`config.mk`:
```
export PLATFORM = sky130hd
export DESIGN_NAME = order_1_3_unload
export DESIGN_NICKNAME = d
export VERILOG_FILES = /design/src/rtl/order_pkg.sv /design/src/rtl/order_check_3.sv /design/src/rtl/order_1_3_unload.sv
export SDC_FILE = /design/constraint.sdc
export NUM_CORES = 1
export LEC_CHECK = 0
export ABC_CLOCK_PERIOD_IN_PS = 8600
export BUFFER_PORTS_ARGS = -buffer_cell sky130_fd_sc_hd__clkbuf_2
export CAP_MARGIN = 25
export CORE_ASPECT_RATIO = 1.25
export CORE_MARGIN = 2
export CORE_UTILIZATION = 53
export DETAILED_ROUTE_END_ITERATION = 6
export HOLD_SLACK_MARGIN = 0.15
export PLACE_DENSITY = 0.81
export SLEW_MARGIN = 0
export SYNTH_ARGS = -nofsm -noshare
export SYNTH_HDL_FRONTEND = slang
export SYNTH_HIERARCHICAL = 1
export SYNTH_SLANG_ARGS = --single-unit
```
`constraint.sdc`:
```
create_clock -name clock -period 8.6 [get_ports clock]
set_input_delay 0.86 -clock clock [delete_from_list [all_inputs] [get_ports clock]]
set_output_delay 0.86 -clock clock [all_outputs]
set_load 0.02 [all_outputs]
```
`src/rtl/order_pkg.sv`:
```
// Shared ranks, FSM encoding and default widths for the 3-way sorter unloader slice.
package order_pkg;

    localparam int unsigned DSIZE_DEF = 64;
    localparam int unsigned CNTW_DEF  = 16;

    localparam logic [1:0] RANK_MAX = 2'd0;
    localparam logic [1:0] RANK_MID = 2'd1;
    localparam logic [1:0] RANK_MIN = 2'd2;

    typedef enum logic {
        IDLE = 1'b0,
        EMIT = 1'b1
    } state_t;

endpackage

```
`src/rtl/order_check_3.sv`:
```
// Combinational ordering check: flags a triple that is not non-increasing (unsigned).
module order_check_3
    import order_pkg::*;
#(
    parameter int unsigned DSIZE = DSIZE_DEF
) (
    input  logic [DSIZE-1:0] d0_i,
    input  logic [DSIZE-1:0] d1_i,
    input  logic [DSIZE-1:0] d2_i,
    output logic             bad_o
);

    always_comb begin
        bad_o = (d0_i < d1_i) || (d1_i < d2_i);
    end

endmodule

```
`src/rtl/order_1_3_unload.sv`:
```
// Parallel-to-serial unloader: one sorted triple in, three ranked words out on a valid/ready stream.
// Optional input-ordering check is built when ORDER_1_3_UNLOAD_CHECK_EN is defined.
module order_1_3_unload
    import order_pkg::*;
#(
    parameter int unsigned DSIZE = DSIZE_DEF,
    parameter int unsigned CNTW  = CNTW_DEF
) (
    input  logic             clock,
    input  logic             rst,
    input  logic             in_valid,
    output logic             in_ready,
    input  logic [DSIZE-1:0] indata0,
    input  logic [DSIZE-1:0] indata1,
    input  logic [DSIZE-1:0] indata2,
    output logic             out_valid,
    input  logic             out_ready,
    output logic [DSIZE-1:0] out_data,
    output logic [1:0]       out_rank,
    output logic             out_last,
    output logic [CNTW-1:0]  triple_cnt,
    output logic             order_err
);

    state_t           state_q, state_d;
    logic [DSIZE-1:0] buf_q [3];
    logic [1:0]       rank_q, rank_d;
    logic [CNTW-1:0]  cnt_q;
    logic             fire, last_fire, accept;

    always_ff @(posedge clock or posedge rst) begin
        if (rst) begin
            state_q <= IDLE;
        end else begin
            state_q <= state_d;
        end
    end

    always_comb begin
        state_d = state_q;
        case (state_q)
            IDLE: if (accept) state_d = EMIT;
            EMIT: if (last_fire) state_d = accept ? EMIT : IDLE;
            default: state_d = IDLE;
        endcase
    end

    // in_ready is the only combinational path from an input (out_ready) to an output.
    always_comb begin
        out_valid = (state_q == EMIT);
        fire      = out_valid && out_ready;
        last_fire = fire && (rank_q == RANK_MIN);
        in_ready  = (state_q == IDLE) || last_fire;
        accept    = in_valid && in_ready;
        out_rank  = rank_q;
        out_last  = (rank_q == RANK_MIN);
        case (rank_q)
            RANK_MID: out_data = buf_q[1];
            RANK_MIN: out_data = buf_q[2];
            default:  out_data = buf_q[0];
        endcase
    end

    always_comb begin
        rank_d = rank_q;
        if (accept || last_fire) begin
            rank_d = RANK_MAX;
        end else if (fire) begin
            rank_d = rank_q + 2'd1;
        end
    end

    always_ff @(posedge clock or posedge rst) begin
        if (rst) begin
            buf_q[0] <= '0;
            buf_q[1] <= '0;
            buf_q[2] <= '0;
            rank_q   <= RANK_MAX;
            cnt_q    <= '0;
        end else begin
            rank_q <= rank_d;
            if (accept) begin
                buf_q[0] <= indata0;
                buf_q[1] <= indata1;
                buf_q[2] <= indata2;
            end
            if (last_fire) begin
                cnt_q <= cnt_q + 1'b1;
            end
        end
    end

    assign triple_cnt = cnt_q;

`ifdef ORDER_1_3_UNLOAD_CHECK_EN
    logic bad, err_q;

    order_check_3 #(.DSIZE(DSIZE)) u_check (
        .d0_i  (indata0),
        .d1_i  (indata1),
        .d2_i  (indata2),
        .bad_o (bad)
    );

    always_ff @(posedge clock or posedge rst) begin
        if (rst) begin
            err_q <= 1'b0;
        end else if (accept && bad) begin
            err_q <= 1'b1;
        end
    end

    assign order_err = err_q;
`else
    assign order_err = 1'b0;
`endif

endmodule
```
### After elaboration in Yosys (flattened, before gate mapping)

Cells that the tools add are included.

| word-level totals | value |
|---|---|
| logic and storage cells | 23 |
| input bits | 196 |
| output and inout bits | 86 |
| flip-flop bits (word level) | 211 |

| cells by class | value |
|---|---|
| reductions and logical operators | 6 |
| add/sub/neg operators | 2 |
| muxes and demuxes | 6 |
| eq/ne operators | 2 |
| bitwise logic cells | 1 |

Operators by type and width:

| cell | number |
|---|---|
| one-hot mux 64 bit (2 select lines) | 1 |
| adder 16 x 1 -> 16 bit (second input constant) | 1 |
| two-way mux 2 bit | 2 |
| logical AND 1 bit | 3 |
| adder 2 x 1 -> 2 bit (second input constant) | 1 |
| == test 2 x 1 -> 1 bit (second input constant) | 1 |
| == test 2 bit (second input constant) | 1 |
| logical OR 1 bit | 2 |
| two-way mux 1 bit | 2 |
| one-hot mux 1 bit (2 select lines) | 1 |
| nonzero test 2 bit | 1 |
| NOT 1 bit | 1 |

### Logic depth before layout (Yosys ltp)

Gate-level depths: netlist (run 1).

| depth | value |
|---|---|
| depth in word-level cells | 7 |
| mapped depth | 9 |
| gate-level depth less buffers | 6 |

### Least setup slack after synthesis (run 1)

OpenSTA, ideal clock, no wires.

| timing path | value |
|---|---|
| path type | register to output |
| from | register rank_q[0], in the netlist out_rank[0] |
| to | output out_data[10] |
| stages on the path, launching flop included | 8 |
| setup slack | 5.786 ns |
| data required time | 7.740 ns |
| buffers on the path | 3 |
| arrival | 1.954 ns |
| path through | dfrtp_1 inv_1 ha_1 buf_4 buf_2 buf_2 a22oi_1 o21ai_0 |

| on the way | value |
|---|---|
| word-level cells in the longest chain between the ends | 2 |
| elaborated cells between the ends (all ways) | 3 |
| those cells by class | eq/ne (2); mux (1) |

RTL lines:

| item | line | RTL |
|---|---|---|
| start, declared | order_1_3_unload.sv:27 | `logic [1:0] rank_q, rank_d;` |
| start signal, assigned | order_1_3_unload.sv:81 | `rank_q <= rank_d;` |
| == test 2 bit | -- |  |
| named net out_last | order_1_3_unload.sv:20 | `output logic out_last,` |
| one-hot mux 64 bit (2 select lines) | order_1_3_unload.sv:57 | `case (rank_q)` |
| end, declared | order_1_3_unload.sv:18 | `output logic [DSIZE-1:0] out_data,` |

The timed path passes the listed nets, and every way through them passes these cells.

### Worst setup path after layout (run 1)

| timing path | value |
|---|---|
| from | register rank_q[0], in the netlist out_rank[0] |
| to | register buf_q[15] (netlist bit) |

| on the way | value |
|---|---|
| word-level cells in the longest chain between the ends | 4 |

RTL lines:

| item | line | RTL |
|---|---|---|
| == test 2 bit | order_1_3_unload.sv:52 | `last_fire = fire && (rank_q == RANK_MIN);` |
| logical AND 1 bit | order_1_3_unload.sv:52 |  |
| logical OR 1 bit | order_1_3_unload.sv:53 | `in_ready = (state_q == IDLE) \|\| last_fire;` |
| logical AND 1 bit | order_1_3_unload.sv:54 | `accept = in_valid && in_ready;` |
| end, declared | order_1_3_unload.sv:26 | `logic [DSIZE-1:0] buf_q [3];` |

No other way between the ends.
A chain may end at the register's enable or synchronous reset.

==> results_dict.tcl, run 1 <==
set metrics [dict create \
    status "finished clean" \
    crit_type "reg2reg" \
    ant_nets 0 \
    ys_warn_count 6 \
    fin_crit_ps 4258 \
    root_buffer "clkbuf_16" \
    start_util_pct 54.35 \
    cts_buffers 22 \
    ys_ff_latch 211 \
    detail_route.vias_per_cell 5.435 \
    dieArea_sq_um 19820 \
    cpPeakStageDelay_ps 920 \
    slowest_stage "buf_4" \
    cts_tree "done" \
    rows 55 \
    rsz0062_at_grt "no" \
    port_buffers 280 \
    place_area_sq_um 11340 \
    setup_tns_ps 0 \
    hpwlAfterDp_um 14830 \
    seq_area_frac_synth_pct 53.27 \
    end_kind "flop" \
    slew_headroom_pct 32.15 \
    max_freq_mhz 234.8 \
    crit_fanout 91 \
    worstPathCellList "inv_1 > ha_4 > nand2_1 > nand2_2 > nand2_8 > buf_4 > buf_4 > mux2_4" \
    synth_edf_count 0 \
    clk_latency_ps 490 \
    synth.top_cells.by_area "dfrtp_1, mux2_4, a22oi_1, o21ai_0, nand2_1" \
    drt-initial-drc-count 362 \
    die_w_um 126.3 \
    worstHoldPathType "reg2reg" \
    p_per_area_nw_per_um2 427.3 \
    finalClockSkew_ps 8.826 \
    setup_viol 0 \
    routabilityCongestion 0.8493 \
    synthesis.instances 706 \
    cts.sinks 211 \
    ctsHoldBuffers 0 \
    wire_per_inst_um 18.53 \
    final_common_cell "clkbuf_2" \
    reg2reg_from "out_rank[0]$_DFFE_PP0P_" \
    critPathLaunch "out_rank[0]$_DFFE_PP0P_" \
    async_flop_share_pct 100.0 \
    antenna_found_initial 1 \
    synth_area_leader_cell "dfrtp_1" \
    fin_crit_sh_pct 49.51 \
    netlist.area_leader.share_pct 53.27 \
    whs_ps 483.6 \
    postLayoutCellArea_sq_um 12200 \
    finalNetCount 1164 \
    vias 6571 \
    leakage_nw 6.416 \
    area_growth_pct 23.10 \
    required_ps 8970 \
    synth_cell_types 27 \
    path_common_cell "buf_4" \
    crit_path_start_kind "flop" \
    wirelength_um 22400 \
    worstMarginPinSlew_ps 1018 \
    n_antenna_cell 0 \
    reg2reg_slack_ps 4340 \
    grt_pass1_vias 6848 \
    core_area_sq_um 18240 \
    grt_max_degree 127 \
    timing.final.max_slew_violations 0 \
    final_hold_viol_count 0 \
    grt_pass1_wl_um 35430 \
    dr.pass1.iters 6 \
    htreeDepth 1 \
    maxCapViolations 0 \
    arrival_ps 4630 \
    postCtsSetupBuffers 0 \
    syn-cell-area_sq_um 9912 \
    cts.repair.resized 0 \
    drive_gt1_share_pct 53.21 \
    worst_ir_drop_vdd_mv 0.2272 \
    cts_buffer_depth 3 \
    die_h_um 156.9 \
    synth_nets 905 \
    hp-start "triple_cnt[15]$_DFFE_PP0P_" \
    drc 0 \
    mostFrequentLayoutCells "clkbuf_2, dfrtp_1, mux2_4" \
    ys.flop_type "dfrtp_1" \
    grt_usage_pct 22.09 \
    io_pins 282 \
    syn_area_per_cell_sq_um 14.04 \
    clkSlewWorstSetupHoldPaths_ps 60 \
    grt.overflow.total 0 \
]
## logic make-up (layout without fill, tap and decap cells)
family | count (synthesis) | count (layout) | synth area share (%)
flip-flops | 211 | 211 | 53.27
buffers and inverters | 55 | 330 | 3.761
AND/OR/NAND/NOR | 97 | 97 | 4.153
adder cells (fa/ha/maj) | 3 | 3 | 0.3787
XOR/XNOR | 15 | 15 | 1.325
multiplexers | 194 | 194 | 28.84
AO/OA/AOI/OAI | 130 | 130 | 8.230
other | 1 | 1 | 0.03783
## cell usage after synthesis, drive strengths merged (3+ instances only)
| master | number |
|---|---|
| a22oi | 64 |
| buf | 33 |
| clkbuf | 18 |
| dfrtp | 211 |
| ha | 3 |
| inv | 4 |
| mux2 | 193 |
| nand2 | 78 |
| nand3 | 5 |
| nand4 | 5 |
| nor2 | 3 |
| o21ai | 64 |
| xnor2 | 12 |
| xor2 | 3 |
## through the flow
stage / util [%] / total power, mW / setup WS (ps) / std cells
floorplan: - / 3.470 / 1974 / 706
global placement: 62.04 / 4.035 / 4448 / 1168
detailed placement: 62.20 / 4.099 / 4361 / 1169
CTS: 66.91 / 5.243 / 4378 / 1209
global route: 66.91 / 5.512 / 4096 / 1209
finish: 66.91 / 5.214 / 4342 / 1209
## state kept, by name (all words and copies together), names as in the netlist
name,flops
buf_q,192
out_rank,2
triple_cnt,16
out_valid,1
## where the power goes
group          switching, mW  internal [mW]
registers              0.290           1.47
clock network          0.390          0.728
logic                   1.21           1.13
total                   1.89           3.33
## per-layer routing
| layer | part of all wire, % | up-vias | GRT usage (%) | wire length (um) |
|---|---|---|---|---|
| met2 | 48 | 255 | 35.46 | 10700 |
| met3 | 6.3 | 71 | 4.147 | 1402 |
| met5 | 0.045 | - | 0 | 10 |
| met1 | 41 | 3220 | 29.00 | 9185 |
| li1 | - | 3023 | - | - |
| met4 | 4.9 | 2 | 10.94 | 1100 |
## critical path, delay by kind of cell, from the launching register on
kind / cells / cell delay [ps]
flip-flops: 1 / 410
AND/OR/NAND/NOR: 3 / 940
adder cells (fa/ha/maj): 1 / 410
buffers and inverters: 3 / 1810
multiplexers: 1 / 360
## final timing paths
check,end,depth (start not counted)
max,buf_q[15]$_DFFE_PP0P_,8
min,triple_cnt[15]$_DFFE_PP0P_,1
max reg2reg,buf_q[15]$_DFFE_PP0P_,8
min reg2reg,triple_cnt[15]$_DFFE_PP0P_,1
max in group asynchronous,buf_q[33]$_DFFE_PP0P_,4
min in group asynchronous,buf_q[129]$_DFFE_PP0P_,2
## area by class of cell
type,instances,area (sq um)
fillers,1317,6035
flip-flops and latches,211,5280
multi-input cells,440,4288
repair buffers,286,1466
clock buffers,26,586.8
well taps,228,285.3
clock inverters,14,272.8
inverters,4,22.52
No activity file was read; power rests on OpenSTA's default activity.
==> inputs of run 2 (changes only) <==
--- a/config.mk
+++ b/config.mk
@@ -5,15 +5,15 @@
 export SDC_FILE = /design/constraint.sdc
 export NUM_CORES = 1
 export LEC_CHECK = 0
-export ABC_CLOCK_PERIOD_IN_PS = 8600
+export ABC_CLOCK_PERIOD_IN_PS = 3600
 export BUFFER_PORTS_ARGS = -buffer_cell sky130_fd_sc_hd__clkbuf_2
 export CAP_MARGIN = 25
 export CORE_ASPECT_RATIO = 1.25
 export CORE_MARGIN = 2
-export CORE_UTILIZATION = 53
+export CORE_UTILIZATION = 47
 export DETAILED_ROUTE_END_ITERATION = 6
 export HOLD_SLACK_MARGIN = 0.15
-export PLACE_DENSITY = 0.81
+export PLACE_DENSITY = 0.76
 export SLEW_MARGIN = 0
 export SYNTH_ARGS = -nofsm -noshare
 export SYNTH_HDL_FRONTEND = slang
==> constraint.sdc (replaced) <==
create_clock -name clock -period 3.6 [get_ports clock]
set_input_delay 0.36 -clock clock [delete_from_list [all_inputs] [get_ports clock]]
set_output_delay 0.36 -clock clock [all_outputs]
set_load 0.02 [all_outputs]
==> run 2 against run 1 <==
Against the previous run: setup slack lost 3700 ps; sequential power grew 140%; sequential share of layout area shrank 6.0 points; global-route usage grew 3.5 points; die area grew 12%; clock power grew 110%; first-iteration DRC count grew 9.1%; combinational power grew to 2.6 times the previous value; core utilization grew 1.3 points; register-to-register slack lost 2900 ps; cell count grew 20%; highest routed layer is now met4.
==> results_dict.tcl, run 2 (synthesis gave the netlist of run 1 again) <==
set metrics [dict create \
    grt.overflow.total 0 \
    finalClockSkew_ps 9.669 \
    dr.pass1.iters 5 \
    leakage_nw 7.209 \
    cts_tree "done" \
    cpPeakStageDelay_ps 640 \
    hp-start "in_valid" \
    wire_per_inst_um 19.52 \
    slowest_stage "ha_4" \
    p_per_area_nw_per_um2 892.3 \
    detail_route.vias_per_cell 5.273 \
    port_buffers 280 \
    grt_max_degree 116 \
    io_pins 282 \
    grt_usage_pct 25.55 \
    worstMarginPinSlew_ps 673.8 \
    reg2reg_from "out_rank[0]$_DFFE_PP0P_" \
    final_common_cell "clkbuf_2" \
    required_ps 3240 \
    setup_tns_ps 0 \
    end_kind "output port" \
    ant_nets 0 \
    hpwlAfterDp_um 15460 \
    clkSlewWorstSetupHoldPaths_ps 60 \
    crit_path_start_kind "flop" \
    fin_crit_ps 2908 \
    vias 7651 \
    antenna_found_initial 1 \
    crit_fanout 74 \
    final_hold_viol_count 0 \
    grt_pass1_vias 8481 \
    rsz0062_at_grt "no" \
    die_w_um 133.9 \
    cts.sinks 211 \
    drive_gt1_share_pct 44.39 \
    place_area_sq_um 11500 \
    status "finished clean" \
    worst_ir_drop_vdd_mv 0.5341 \
    drc 0 \
    fillers 1331 \
    drt-initial-drc-count 395 \
    mostFrequentLayoutCells "clkbuf_2, dfrtp_1, dlygate4sd3_1" \
    core_area_sq_um 20740 \
    start_util_pct 47.78 \
    cts_buffer_depth 3 \
    htreeDepth 1 \
    routabilityCongestion 0.8239 \
    crit_type "reg2out" \
    dieArea_sq_um 22270 \
    whs_ps 167.3 \
    root_buffer "clkbuf_16" \
    regMostFlops "buf_q" \
    arrival_ps 2550 \
    timing.final.max_slew_violations 0 \
    postCtsSetupBuffers 0 \
    fin_crit_sh_pct 80.79 \
    max_freq_mhz 343.8 \
    finalNetCount 1363 \
    rows 59 \
    worstHoldPathType "in2reg" \
    cts_buffers 22 \
    area_growth_pct 42.84 \
    slew_headroom_pct 55.08 \
    wirelength_um 28330 \
    worstPathCellList "inv_1 > ha_4 > buf_12 > nand2_1 > o21ai_0 > clkbuf_2" \
    postLayoutCellArea_sq_um 14160 \
    maxCapViolations 0 \
    largest_register_ffs 192 \
    setup_viol 0 \
    critPathLaunch "out_rank[0]$_DFFE_PP0P_" \
    die_h_um 166.4 \
    grt_pass1_wl_um 45420 \
    clk_latency_ps 500 \
]
-- run 2: per-layer routing --
metal / vias up / track usage [%] / part of all wire [%]
met5: - / 0 / 0
met4: 0 / 13.18 / 5.8
met3: 122 / 3.877 / 5.1
met2: 329 / 45.40 / 52
met1: 3768 / 29.64 / 37
li1: 3432 / - / -
-- run 2: power breakdown --
| group | switching (mW) | leakage (nW) | total (mW) | internal (mW) |
|---|---|---|---|---|
| Clock | 0.920 | 0.357 | 2.32 | 1.40 |
| Combinational | 3.16 | 4.31 | 6.03 | 2.87 |
| Sequential | 0.767 | 2.54 | 4.28 | 3.52 |
| Total | 4.85 | 7.21 | 12.6 | 7.79 |
-- run 2: cell type report --
class                      instances  area (sq um)  share of cell area, %
sequential                       211          5280                  37.29
multi-input combinational        440          4288                  30.28
timing repair buffer             485          3498                  24.71
clock buffer                      33         663.1                  4.684
tap                              274         342.8                  2.421
clock inverter                     3         65.06                 0.4595
inverter                           4         18.77                 0.1326
antenna                            1         2.502                0.01767
-- run 2: timing repair --
action | 4_1_cts | 5_1_grt
hold buffers | 193 | 0
endpoints found under the hold margin | 218 | 0
resized for setup | 0 | 0
-- run 2: worst paths after layout --
path / endpoint / cells past startpoint / slack, ps
min in group asynchronous: buf_q[58]$_DFFE_PP0P_ / 3 / 490
hold / removal: out_valid$_DFF_PP0_ / 2 / 170
setup reg to reg: buf_q[44]$_DFFE_PP0P_ / 7 / 1410
setup / recovery: out_data[39] / 6 / 690
max in group asynchronous: buf_q[144]$_DFFE_PP0P_ / 4 / 2070
hold reg to reg: triple_cnt[15]$_DFFE_PP0P_ / 1 / 480
-- run 2: critical path: cells and delay by family, from the launching register on --
kind,cells,cell delay [ps]
fa+ha+maj,1,640
buf+inv,3,660
compound gates,1,140
simple gates,1,140
flops,1,400
-- run 2: per-stage QoR --
stage,setup WS [ps],total power [mW],std cells,utilization [%]
after floorplan,497.8,8.290,706,-
after global placement,1395,9.703,1221,55.42
after detailed placement,1302,9.860,1221,55.42
after CTS,772.3,12.40,1450,68.24
after global routing,484.9,13.32,1451,68.26
final,691.6,12.63,1451,68.26
==> inputs of run 3 (changes only) <==
--- a/config.mk
+++ b/config.mk
@@ -5,15 +5,15 @@
 export SDC_FILE = /design/constraint.sdc
 export NUM_CORES = 1
 export LEC_CHECK = 0
-export ABC_CLOCK_PERIOD_IN_PS = 3600
+export ABC_CLOCK_PERIOD_IN_PS = 2900
 export BUFFER_PORTS_ARGS = -buffer_cell sky130_fd_sc_hd__clkbuf_2
 export CAP_MARGIN = 25
 export CORE_ASPECT_RATIO = 1.25
 export CORE_MARGIN = 2
-export CORE_UTILIZATION = 47
+export CORE_UTILIZATION = 53
 export DETAILED_ROUTE_END_ITERATION = 6
 export HOLD_SLACK_MARGIN = 0.15
-export PLACE_DENSITY = 0.76
+export PLACE_DENSITY = 0.81
 export SLEW_MARGIN = 0
 export SYNTH_ARGS = -nofsm -noshare
 export SYNTH_HDL_FRONTEND = slang
==> constraint.sdc (replaced) <==
create_clock -name clock -period 2.9 [get_ports clock]
set_input_delay 0.29 -clock clock [delete_from_list [all_inputs] [get_ports clock]]
set_output_delay 0.29 -clock clock [all_outputs]
set_load 0.02 [all_outputs]
==> run 3 against run 2 <==
Against the previous run: global-route usage up 4.7 points; cell count is 2.7% lower; combinational power is 26% higher; clock power grew 24%; die area decreased by 11%; sequential share of layout area about the same; non-clock buffer count increased by 3; power grew 25%; sequential power up 25%; clock skew up 6.7 ps; largest cell class unchanged.
==> results_dict.tcl, run 3 (synthesis gave the netlist of run 1 again) <==
set metrics [dict create \
    rows 55 \
    status "finished clean" \
    timing.rr.end "buf_q[75]$_DFFE_PP0P_" \
    slowest_stage "dfrtp_1" \
    clk_latency_ps 490 \
    drive_gt1_share_pct 44.45 \
    dr.pass1.iters 5 \
    postCtsSetupBuffers 0 \
    grt_pass1_wl_um 46850 \
    crit_fanout 23 \
    whs_path_depth 3 \
    ant_nets 0 \
    cpPeakStageDelay_ps 430 \
    drt-initial-drc-count 462 \
    end_kind "output port" \
    reg2reg_slack_ps 740 \
    hold_path_end "triple_cnt[0]$_DFFE_PP0P_" \
    setup_tns_ps 0 \
    fin_crit_sh_pct 93.74 \
    cts_tree "done" \
    drc 0 \
    leakage_nw 7.228 \
    wire_per_inst_um 21.48 \
    worst_ir_drop_vdd_mv 0.7791 \
    worstPathCellList "inv_1 > ha_2 > buf_4 > a22oi_1 > o21ai_0 > clkbuf_2" \
    finalClockSkew_ps 16.40 \
    mostFrequentLayoutCells "clkbuf_2, dfrtp_1, dlygate4sd3_1" \
    worstHoldPathType "in2reg" \
    final_hold_viol_count 0 \
    die_w_um 126.3 \
    whs_ps 183.2 \
    grt_pass1_vias 8707 \
    rsz0062_at_grt "no" \
    crit_family "buffers and inverters" \
    core_area_sq_um 18240 \
    largest_register_ffs 192 \
    max_freq_mhz 367.9 \
    finalNetCount 1366 \
    regMostFlops "buf_q" \
    grt_max_degree 109 \
    area_growth_pct 42.79 \
    dieArea_sq_um 19820 \
    cts.sinks 211 \
    crit_type "reg2out" \
    io_pins 282 \
    p_total_mw 15.80 \
    cts_buffers 22 \
    start_util_pct 54.35 \
    fin_crit_ps 2718 \
    root_buffer "clkbuf_16" \
    timing.final.max_slew_violations 0 \
    vias 7842 \
    worstMarginPinSlew_ps 579.5 \
    detail_route.vias_per_cell 5.554 \
    htreeDepth 1 \
    path_buf_inv 3 \
    hpwlAfterDp_um 15970 \
    slew_headroom_pct 61.37 \
    die_h_um 156.9 \
    rr_worst_depth 7 \
    hp-start "out_ready" \
    clkSlewWorstSetupHoldPaths_ps 60 \
    grt.overflow.total 0 \
    antenna_found_initial 3 \
    final_common_cell "clkbuf_2" \
    crit_path_start_kind "flop" \
    maxCapViolations 0 \
    grt_usage_pct 30.26 \
    cts.repair.resized 0 \
    cts_buffer_depth 3 \
    arrival_ps 2430 \
    fillers 989 \
    reg2reg_from "out_rank[0]$_DFFE_PP0P_" \
    port_buffers 280 \
    setup_viol 0 \
    required_ps 2610 \
    p_per_area_nw_per_um2 1117 \
    routabilityCongestion 0.8130 \
    wirelength_um 30330 \
]
## run 3: worst max path at each step
stage | start | end | slack (ps) | cells past startpoint
6_report | out_rank[1]$_DFFE_PP0P_ | out_data[4] | 180 | 6
5_1_grt | out_rank[1]$_DFFE_PP0P_ | out_data[7] | 70 | 6
4_1_cts | out_rank[1]$_DFFE_PP0P_ | out_data[4] | 240 | 6
3_5_place_dp | out_rank[1]$_DFFE_PP0P_ | out_data[4] | 770 | 6
3_3_place_gp | out_rank[0]$_DFFE_PP0P_ | buf_q[52]$_DFFE_PP0P_ | 850 | 7
2_1_floorplan | rst | buf_q[0]$_DFFE_PP0P_ | -130 | 1
## run 3: worst register-to-register path, stage by stage (launching register included)
cell and delay [ps]:
dfrtp_1 400, inv_1 100, ha_4 180, nand2_1 60, nand2_2 110, nand2_8 400
buf_4 420, mux2_4 360
## run 3: report_power, final
group	total (mW)	leakage, nW	internal (mW)	switching, mW
Clock	2.87	0.362	1.74	1.13
Sequential	5.37	2.54	4.37	1.00
Combinational	7.57	4.33	3.60	3.97
Total	15.8	7.23	9.70	6.10
## run 3: metrics by stage
step	area [sq um]	util, %	instances	setup WS (ps)
finish	14150	77.61	1412	181.7
global route	14150	77.60	1411	66.29
CTS	14150	77.57	1409	235.5
detailed placement	11470	62.87	1177	771.2
global placement	11470	62.87	1177	851.4
floorplan	9916	-	706	-132.2
## run 3: cell type report
| class | count | area [sq um] | share of cell area [%] |
|---|---|---|---|
| flip-flops and latches | 211 | 5280 | 37.31 |
| multi-input cells | 440 | 4288 | 30.30 |
| repair buffers | 488 | 3536 | 24.98 |
| clock buffers | 37 | 708.2 | 5.004 |
| well taps | 228 | 285.3 | 2.016 |
| clock inverters | 1 | 30.03 | 0.2122 |
| inverters | 4 | 18.77 | 0.1326 |
| diodes | 3 | 7.507 | 0.05304 |
## run 3: metal layers
metal	up-vias	GRT usage (%)	part of all wire (%)
met1	3894	33.52	36
met4	2	15.49	5.2
li1	3452	-	-
met5	-	0	0.040
met2	375	55.97	54
met3	119	4.861	5.3
## run 3: what timing repair did
| action | in CTS | in global routing |
|---|---|---|
| hold buffers | 194 | 0 |
| endpoints found under the setup margin | 0 | 0 |
| endpoints found under the hold margin | 404 | 0 |
